`src/rtl/ram_pkg.sv`:
```
// Shared definitions for the burst master and the single-port RAM it drives.
package ram_pkg;
  localparam int DEF_ADDR_W = 6;
  localparam int DEF_DATA_W = 8;

  localparam logic MODE_WRITE = 1'b1;
  localparam logic MODE_READ  = 1'b0;

  typedef enum logic [1:0] {
    IDLE  = 2'd0,
    WRITE = 2'd1,
    READ  = 2'd2
  } state_t;
endpackage

```
`src/rtl/ram_burst_master_if.sv`:
```
// Client command/stream port plus RAM-side port of the burst master.
// chk_out exists only when BURST_CHECKSUM_EN is defined.
interface ram_burst_master_if #(
  parameter int ADDR_W = ram_pkg::DEF_ADDR_W,
  parameter int DATA_W = ram_pkg::DEF_DATA_W
);
  logic              cmd_valid;
  logic              cmd_ready;
  logic              cmd_write;
  logic [ADDR_W-1:0] cmd_addr;
  logic [ADDR_W-1:0] cmd_len;
  logic [DATA_W-1:0] wr_data;
  logic              wr_valid;
  logic              wr_ready;
  logic [DATA_W-1:0] rd_data;
  logic              rd_valid;
  logic              done;
  logic              busy;
  logic [DATA_W-1:0] ram_data_in;
  logic [ADDR_W-1:0] ram_addr;
  logic              ram_mode;
  logic [DATA_W-1:0] ram_data_out;
`ifdef BURST_CHECKSUM_EN
  logic [DATA_W-1:0] chk_out;
`endif

  modport master (
    input  cmd_valid, cmd_write, cmd_addr, cmd_len, wr_data, wr_valid, ram_data_out,
    output cmd_ready, wr_ready, rd_data, rd_valid, done, busy,
           ram_data_in, ram_addr, ram_mode
`ifdef BURST_CHECKSUM_EN
    , output chk_out
`endif
  );

  modport slave (
    output cmd_valid, cmd_write, cmd_addr, cmd_len, wr_data, wr_valid, ram_data_out,
    input  cmd_ready, wr_ready, rd_data, rd_valid, done, busy,
           ram_data_in, ram_addr, ram_mode
`ifdef BURST_CHECKSUM_EN
    , input chk_out
`endif
  );
endinterface

```
`src/rtl/ram_burst_master.sv`:
```
// Burst initiator for a single-port synchronous RAM with 1-cycle read latency.
// Optional per-burst XOR checksum on chk_out when BURST_CHECKSUM_EN is defined.
module ram_burst_master
  import ram_pkg::*;
#(
  parameter int ADDR_W = DEF_ADDR_W,
  parameter int DATA_W = DEF_DATA_W
) (
  input  logic                clk,
  input  logic                rst,
  ram_burst_master_if.master  bus
);
  state_t            state, state_nxt;
  logic [ADDR_W-1:0] addr, cnt;
  logic              rd_pending, done_q;
  logic [DATA_W-1:0] rd_word;

  logic accept, wr_hs, step, last;
  assign accept  = (state == IDLE) && bus.cmd_valid;
  assign wr_hs   = (state == WRITE) && bus.wr_valid;
  assign step    = wr_hs || (state == READ);
  assign last    = (cnt == '0);
  assign rd_word = bus.ram_data_out;

  always_ff @(posedge clk or posedge rst) begin
    if (rst) state <= IDLE;
    else     state <= state_nxt;
  end

  always_comb begin
    state_nxt       = state;
    bus.cmd_ready   = 1'b0;
    bus.wr_ready    = 1'b0;
    bus.busy        = 1'b1;
    bus.ram_mode    = MODE_READ;
    bus.ram_addr    = addr;
    bus.ram_data_in = bus.wr_data;
    bus.rd_data     = rd_word;
    bus.rd_valid    = rd_pending;
    bus.done        = done_q;
    unique case (state)
      IDLE: begin
        bus.cmd_ready = 1'b1;
        bus.busy      = 1'b0;
        if (bus.cmd_valid) state_nxt = bus.cmd_write ? WRITE : READ;
      end
      WRITE: begin
        bus.wr_ready = 1'b1;
        bus.ram_mode = bus.wr_valid ? MODE_WRITE : MODE_READ;
        if (bus.wr_valid && last) state_nxt = IDLE;
      end
      READ: begin
        if (last) state_nxt = IDLE;
      end
      default: state_nxt = IDLE;
    endcase
  end

  // Address wraps naturally at 2**ADDR_W; cnt counts remaining beats minus one.
  always_ff @(posedge clk or posedge rst) begin
    if (rst) begin
      addr       <= '0;
      cnt        <= '0;
      rd_pending <= 1'b0;
      done_q     <= 1'b0;
    end else begin
      rd_pending <= (state == READ);
      done_q     <= step && last;
      if (accept) begin
        addr <= bus.cmd_addr;
        cnt  <= bus.cmd_len;
      end else if (step) begin
        addr <= addr + 1'b1;
        cnt  <= cnt - 1'b1;
      end
    end
  end

`ifdef BURST_CHECKSUM_EN
  logic [DATA_W-1:0] chk;

  always_ff @(posedge clk or posedge rst) begin
    if (rst)             chk <= '0;
    else if (accept)     chk <= '0;
    else if (wr_hs)      chk <= chk ^ bus.wr_data;
    else if (rd_pending) chk <= chk ^ rd_word;
  end

  // Fold in the word arriving this cycle so the final read beat counts in the done cycle.
  assign bus.chk_out = rd_pending ? (chk ^ rd_word) : chk;
`endif
endmodule

```
`src/flat_wrapper.sv`:
```
// flat-port wrapper written by rule: the top's interface ports become plain ports
module ram_burst_master_flat import ram_pkg::*;
#(
  parameter int ADDR_W = DEF_ADDR_W,
  parameter int DATA_W = DEF_DATA_W
)
  (clk, rst, bus_cmd_valid, bus_cmd_write, bus_cmd_addr, bus_cmd_len, bus_wr_data, bus_wr_valid, bus_ram_data_out, bus_cmd_ready, bus_wr_ready, bus_rd_data, bus_rd_valid, bus_done, bus_busy, bus_ram_data_in, bus_ram_addr, bus_ram_mode);
  ram_burst_master_if #(.ADDR_W(ADDR_W), .DATA_W(DATA_W)) bus_i ();
  input  logic clk;
  input  logic rst;
  input wire logic [$bits(bus_i.cmd_valid)-1:0] bus_cmd_valid;
  input wire logic [$bits(bus_i.cmd_write)-1:0] bus_cmd_write;
  input wire logic [$bits(bus_i.cmd_addr)-1:0] bus_cmd_addr;
  input wire logic [$bits(bus_i.cmd_len)-1:0] bus_cmd_len;
  input wire logic [$bits(bus_i.wr_data)-1:0] bus_wr_data;
  input wire logic [$bits(bus_i.wr_valid)-1:0] bus_wr_valid;
  input wire logic [$bits(bus_i.ram_data_out)-1:0] bus_ram_data_out;
  output wire logic [$bits(bus_i.cmd_ready)-1:0] bus_cmd_ready;
  output wire logic [$bits(bus_i.wr_ready)-1:0] bus_wr_ready;
  output wire logic [$bits(bus_i.rd_data)-1:0] bus_rd_data;
  output wire logic [$bits(bus_i.rd_valid)-1:0] bus_rd_valid;
  output wire logic [$bits(bus_i.done)-1:0] bus_done;
  output wire logic [$bits(bus_i.busy)-1:0] bus_busy;
  output wire logic [$bits(bus_i.ram_data_in)-1:0] bus_ram_data_in;
  output wire logic [$bits(bus_i.ram_addr)-1:0] bus_ram_addr;
  output wire logic [$bits(bus_i.ram_mode)-1:0] bus_ram_mode;
  assign bus_i.cmd_valid = bus_cmd_valid;
  assign bus_i.cmd_write = bus_cmd_write;
  assign bus_i.cmd_addr = bus_cmd_addr;
  assign bus_i.cmd_len = bus_cmd_len;
  assign bus_i.wr_data = bus_wr_data;
  assign bus_i.wr_valid = bus_wr_valid;
  assign bus_i.ram_data_out = bus_ram_data_out;
  assign bus_cmd_ready = bus_i.cmd_ready;
  assign bus_wr_ready = bus_i.wr_ready;
  assign bus_rd_data = bus_i.rd_data;
  assign bus_rd_valid = bus_i.rd_valid;
  assign bus_done = bus_i.done;
  assign bus_busy = bus_i.busy;
  assign bus_ram_data_in = bus_i.ram_data_in;
  assign bus_ram_addr = bus_i.ram_addr;
  assign bus_ram_mode = bus_i.ram_mode;
  ram_burst_master #(.ADDR_W(ADDR_W), .DATA_W(DATA_W)) u_core (.clk(clk), .rst(rst), .bus(bus_i));
endmodule
```
`config.mk`:
```
export PLATFORM = sky130hd
export DESIGN_NAME = ram_burst_master_flat
export DESIGN_NICKNAME = d
export VERILOG_FILES = /design/src/rtl/ram_pkg.sv /design/src/rtl/ram_burst_master_if.sv /design/src/rtl/ram_burst_master.sv /design/src/flat_wrapper.sv
export SDC_FILE = /design/constraint.sdc
export NUM_CORES = 1
export LEC_CHECK = 0
export CORE_UTILIZATION = 35
export DETAILED_ROUTE_END_ITERATION = 12
export GPL_TIMING_DRIVEN = 0
export PLACE_DENSITY = 0.76
export SYNTH_ARGS = -nofsm -noshare
export SYNTH_HDL_FRONTEND = slang
export SYNTH_SLANG_ARGS = --single-unit
```
`constraint.sdc`:
```
create_clock -name clk -period 2 [get_ports clk]
set_clock_uncertainty 0.2 [all_clocks]
set_input_delay 0.4 -clock clk [delete_from_list [all_inputs] [get_ports clk]]
set_output_delay 0.4 -clock clk [all_outputs]
set_load 0.03 [all_outputs]
```
==> metrics.cfg <==
[setup_path]
worst-endpoint-required_ns=1.40
critPathKind=reg -> out
cp.depth=1
cp-end-kind=output pin
crit_start=u_core.bus.ram_addr[5]$_DFFE_PP0P_
critical_path_buf_inv_count=1
reg2reg_slack_ns=0.38
rr_startpoint=u_core.state[0]$_DFFE_PP0P_
crit_family=buffers and inverters
crit_path_cell_trace=clkdlybuf4s50_1
cpPeakStageDelay_ns=0.68
r2r_cells=4
regToRegEndpoint=u_core.bus.ram_addr[2]$_DFFE_PP0P_
startpoint_type=flop
cp-endpoint=bus_ram_addr[5]
arrival_ns=1.35
slowest_stage=clkdlybuf4s50_1
worstPathMaxFanout=2

[grt]
grt_pass1_vias=937
grt_first_pass_wirelength_mm=3.97
grt_max_degree=17
antenna_found_initial=0
grt_overflow=0
grt_use_total_pct=15.9

[floorplan]
start_util_pct=36.8
die_h_microns=55.9
rows=19
die_w_microns=55.9
die_area_sq_mm=0.00312
core-area_sq_mm=0.00276
num_io_pins=61

[layout]
area_growth_pct=50.1
final_cells=186
n_fill_cell=255
drive_gt1_share_pct=20.0
antenna_cells=0
nets=192

[min_path]
hold_path_class=in -> async

[clocking]
clkSlewWorstSetupHoldPaths_ns=0.09
cts-hold-fix-buffers=0
cts_tree=done
clockBufferDepth=2
post-cts-setup-buffers=0
clock-root-buffer=clkbuf_4
cts_sinks=16
cts_max_level=1
cts-buffers-inserted=3
clock_latency_ns=0.29

[sta]
finalCritPeriodShare_pct=97.6
maxSlewViolCount=0
period_minus_slack_ns=1.95
grt_setup_unrepaired=no
hold_viol=0
final.setup.tns_ns=0
timing.fmax_ghz=0.512
slew_headroom_pct=58.3
fin_hold_ws_ns=0.296
setup_violations=0
worstMarginPinSlew_ns=0.624

[yosys]
ys.flop_type=dfrtp_1
netlist_area_sq_mm=0.00102
syn_inst=107
synth_warnings=0
synth_cell_type_count=31
synth_nets=143
synth_seq_cells=16
synthArstFlopShare_pct=100
yosysSeqAreaShare_pct=39.4
syn_area_per_cell_sq_um=9.50
synth_edf_count=0

[route]
drcViolationCount=0
dr.first_iter.drc_count=9
drt_wl_total_mm=2.32
vias=900
final_antenna_net_count=0
viasPerCell=4.84
dr.pass1.iters=4
avgRoutedWirePerCell_microns=12.5

[pwr]
p_leak_nw=0.685
p_seq_share_pct=31.2
internal_power_w=0.00108
ir_worst_vdd_v=0.000794
power_frac_comb_pct=58.1
swShare_pct=46.3
p_total_w=0.00201
pwr-share-clk_pct=10.6
power_density_mw_per_mm2=1320
switchingPower_w=0.000932

[run_status]
status=completed

[placement]
port_buffers=44
dp_cells=182
globalplace.congestion=0.808
hpwl_mm=1.84

[job]
maxCapViolations=0

[registers in the layout, summed over array words and instances, names as in the netlist]
| name | count |
|---|---|
| u_core.bus.done | 1 |
| u_core.bus.ram_addr | 6 |
| u_core.bus.rd_valid | 1 |
| u_core.cnt | 6 |
| u_core.state | 2 |
[area by class of cell]
type,count,area [sq um],area share (%)
inverters,5,18.8,1.23
multi-input cells,66,445,29.2
clock buffers,4,36.3,2.38
repair buffers,44,434,28.5
well taps,31,38.8,2.54
flip-flops and latches,16,400,26.3
plain buffers,20,151,9.93
[repair_timing]
action                     CTS  global route
setup endpoints to repair    8             1
gates resized for setup     15             1
pin swaps                    0             0
[cells in the final DEF, fill, tap and decap left out, types with 2 or more instances in the layout]
cell	n
a21oi_1	5
buf_4	16
buf_6	3
clkbuf_4	3
clkdlybuf4s50_1	34
dfrtp_1	16
dlygate4sd2_1	8
ha_1	3
inv_1	4
nand2_1	9
nor2_1	10
nor2b_1	2
nor3_1	2
o2111ai_2	2
o211ai_2	2
o21ai_1	9
xor2_1	8
[routing by layer]
metal / GRT usage [%] / vias to the layer above / part of all wire [%] / routed length, microns
met5: 0 / - / 0 / 0
met4: 4.18 / 0 / 1.3 / 31
met3: 3.49 / 6 / 6.4 / 149
met2: 28.7 / 50 / 50 / 1160
met1: 19.1 / 404 / 42 / 982
li1: - / 440 / - / -
[power by group through the flow]
stage	registers, W	clock network (W)	logic, W
4_1_cts	0.000629	0.000218	0.00119
6_report	0.000629	0.000214	0.00117
3_5_place_dp	0.000635	0	0.00123
2_1_floorplan	0.000744	0	0.000698
3_3_place_gp	0.000626	0	0.00120
5_1_grt	0.000648	0.000234	0.00127
[metrics by stage]
step	util (%)	instance area (sq um)	setup slack, ns
2_1_floorplan	-	1020	0.230
3_3_place_gp	54.2	1500	-0.532
3_5_place_dp	54.2	1500	-0.538
4_1_cts	55.2	1520	0.00905
5_1_grt	55.3	1530	0.00780
6_report	55.3	1530	0.0472
[how the worst min path moves through the flow]
stage | start | to | depth (start not counted)
after CTS | rst | u_core.cnt[0]$_DFFE_PP0P_ | 2
after global routing | rst | u_core.cnt[0]$_DFFE_PP0P_ | 2
after global placement | u_core.bus.ram_addr[4]$_DFFE_PP0P_ | u_core.bus.ram_addr[4]$_DFFE_PP0P_ | 1
after floorplan | rst | u_core.bus.done$_DFF_PP0_ | 1
after detailed placement | u_core.bus.ram_addr[4]$_DFFE_PP0P_ | u_core.bus.ram_addr[4]$_DFFE_PP0P_ | 1
final | rst | u_core.cnt[0]$_DFFE_PP0P_ | 2
[cells by family after synthesis]
kind of cell	synth area share [%]
and+or+nand+nor	15.3
buffers and inverters	16.7
AOI/OAI and AO/OA	16.1
DFF	39.4
xor gates and xnor gates	7.76
adders and majority gates	3.69
muxes	0.985
[Yosys cell counts (2+ instances only)]
cell,number,share of area (%)
a21oi_1,5,2.5
buf_4,16,12
buf_6,2,2.2
dfrtp_1,16,39
ha_1,3,3.7
inv_1,4,1.5
nand2_1,9,3.3
nor2_1,10,3.7
nor2b_1,2,1.2
nor3_1,2,0.99
o2111ai_2,2,3.0
o211ai_2,2,2.5
o21ai_1,9,4.4
xor2_1,8,6.9
Note: power is estimated with default switching activity, not from simulation.
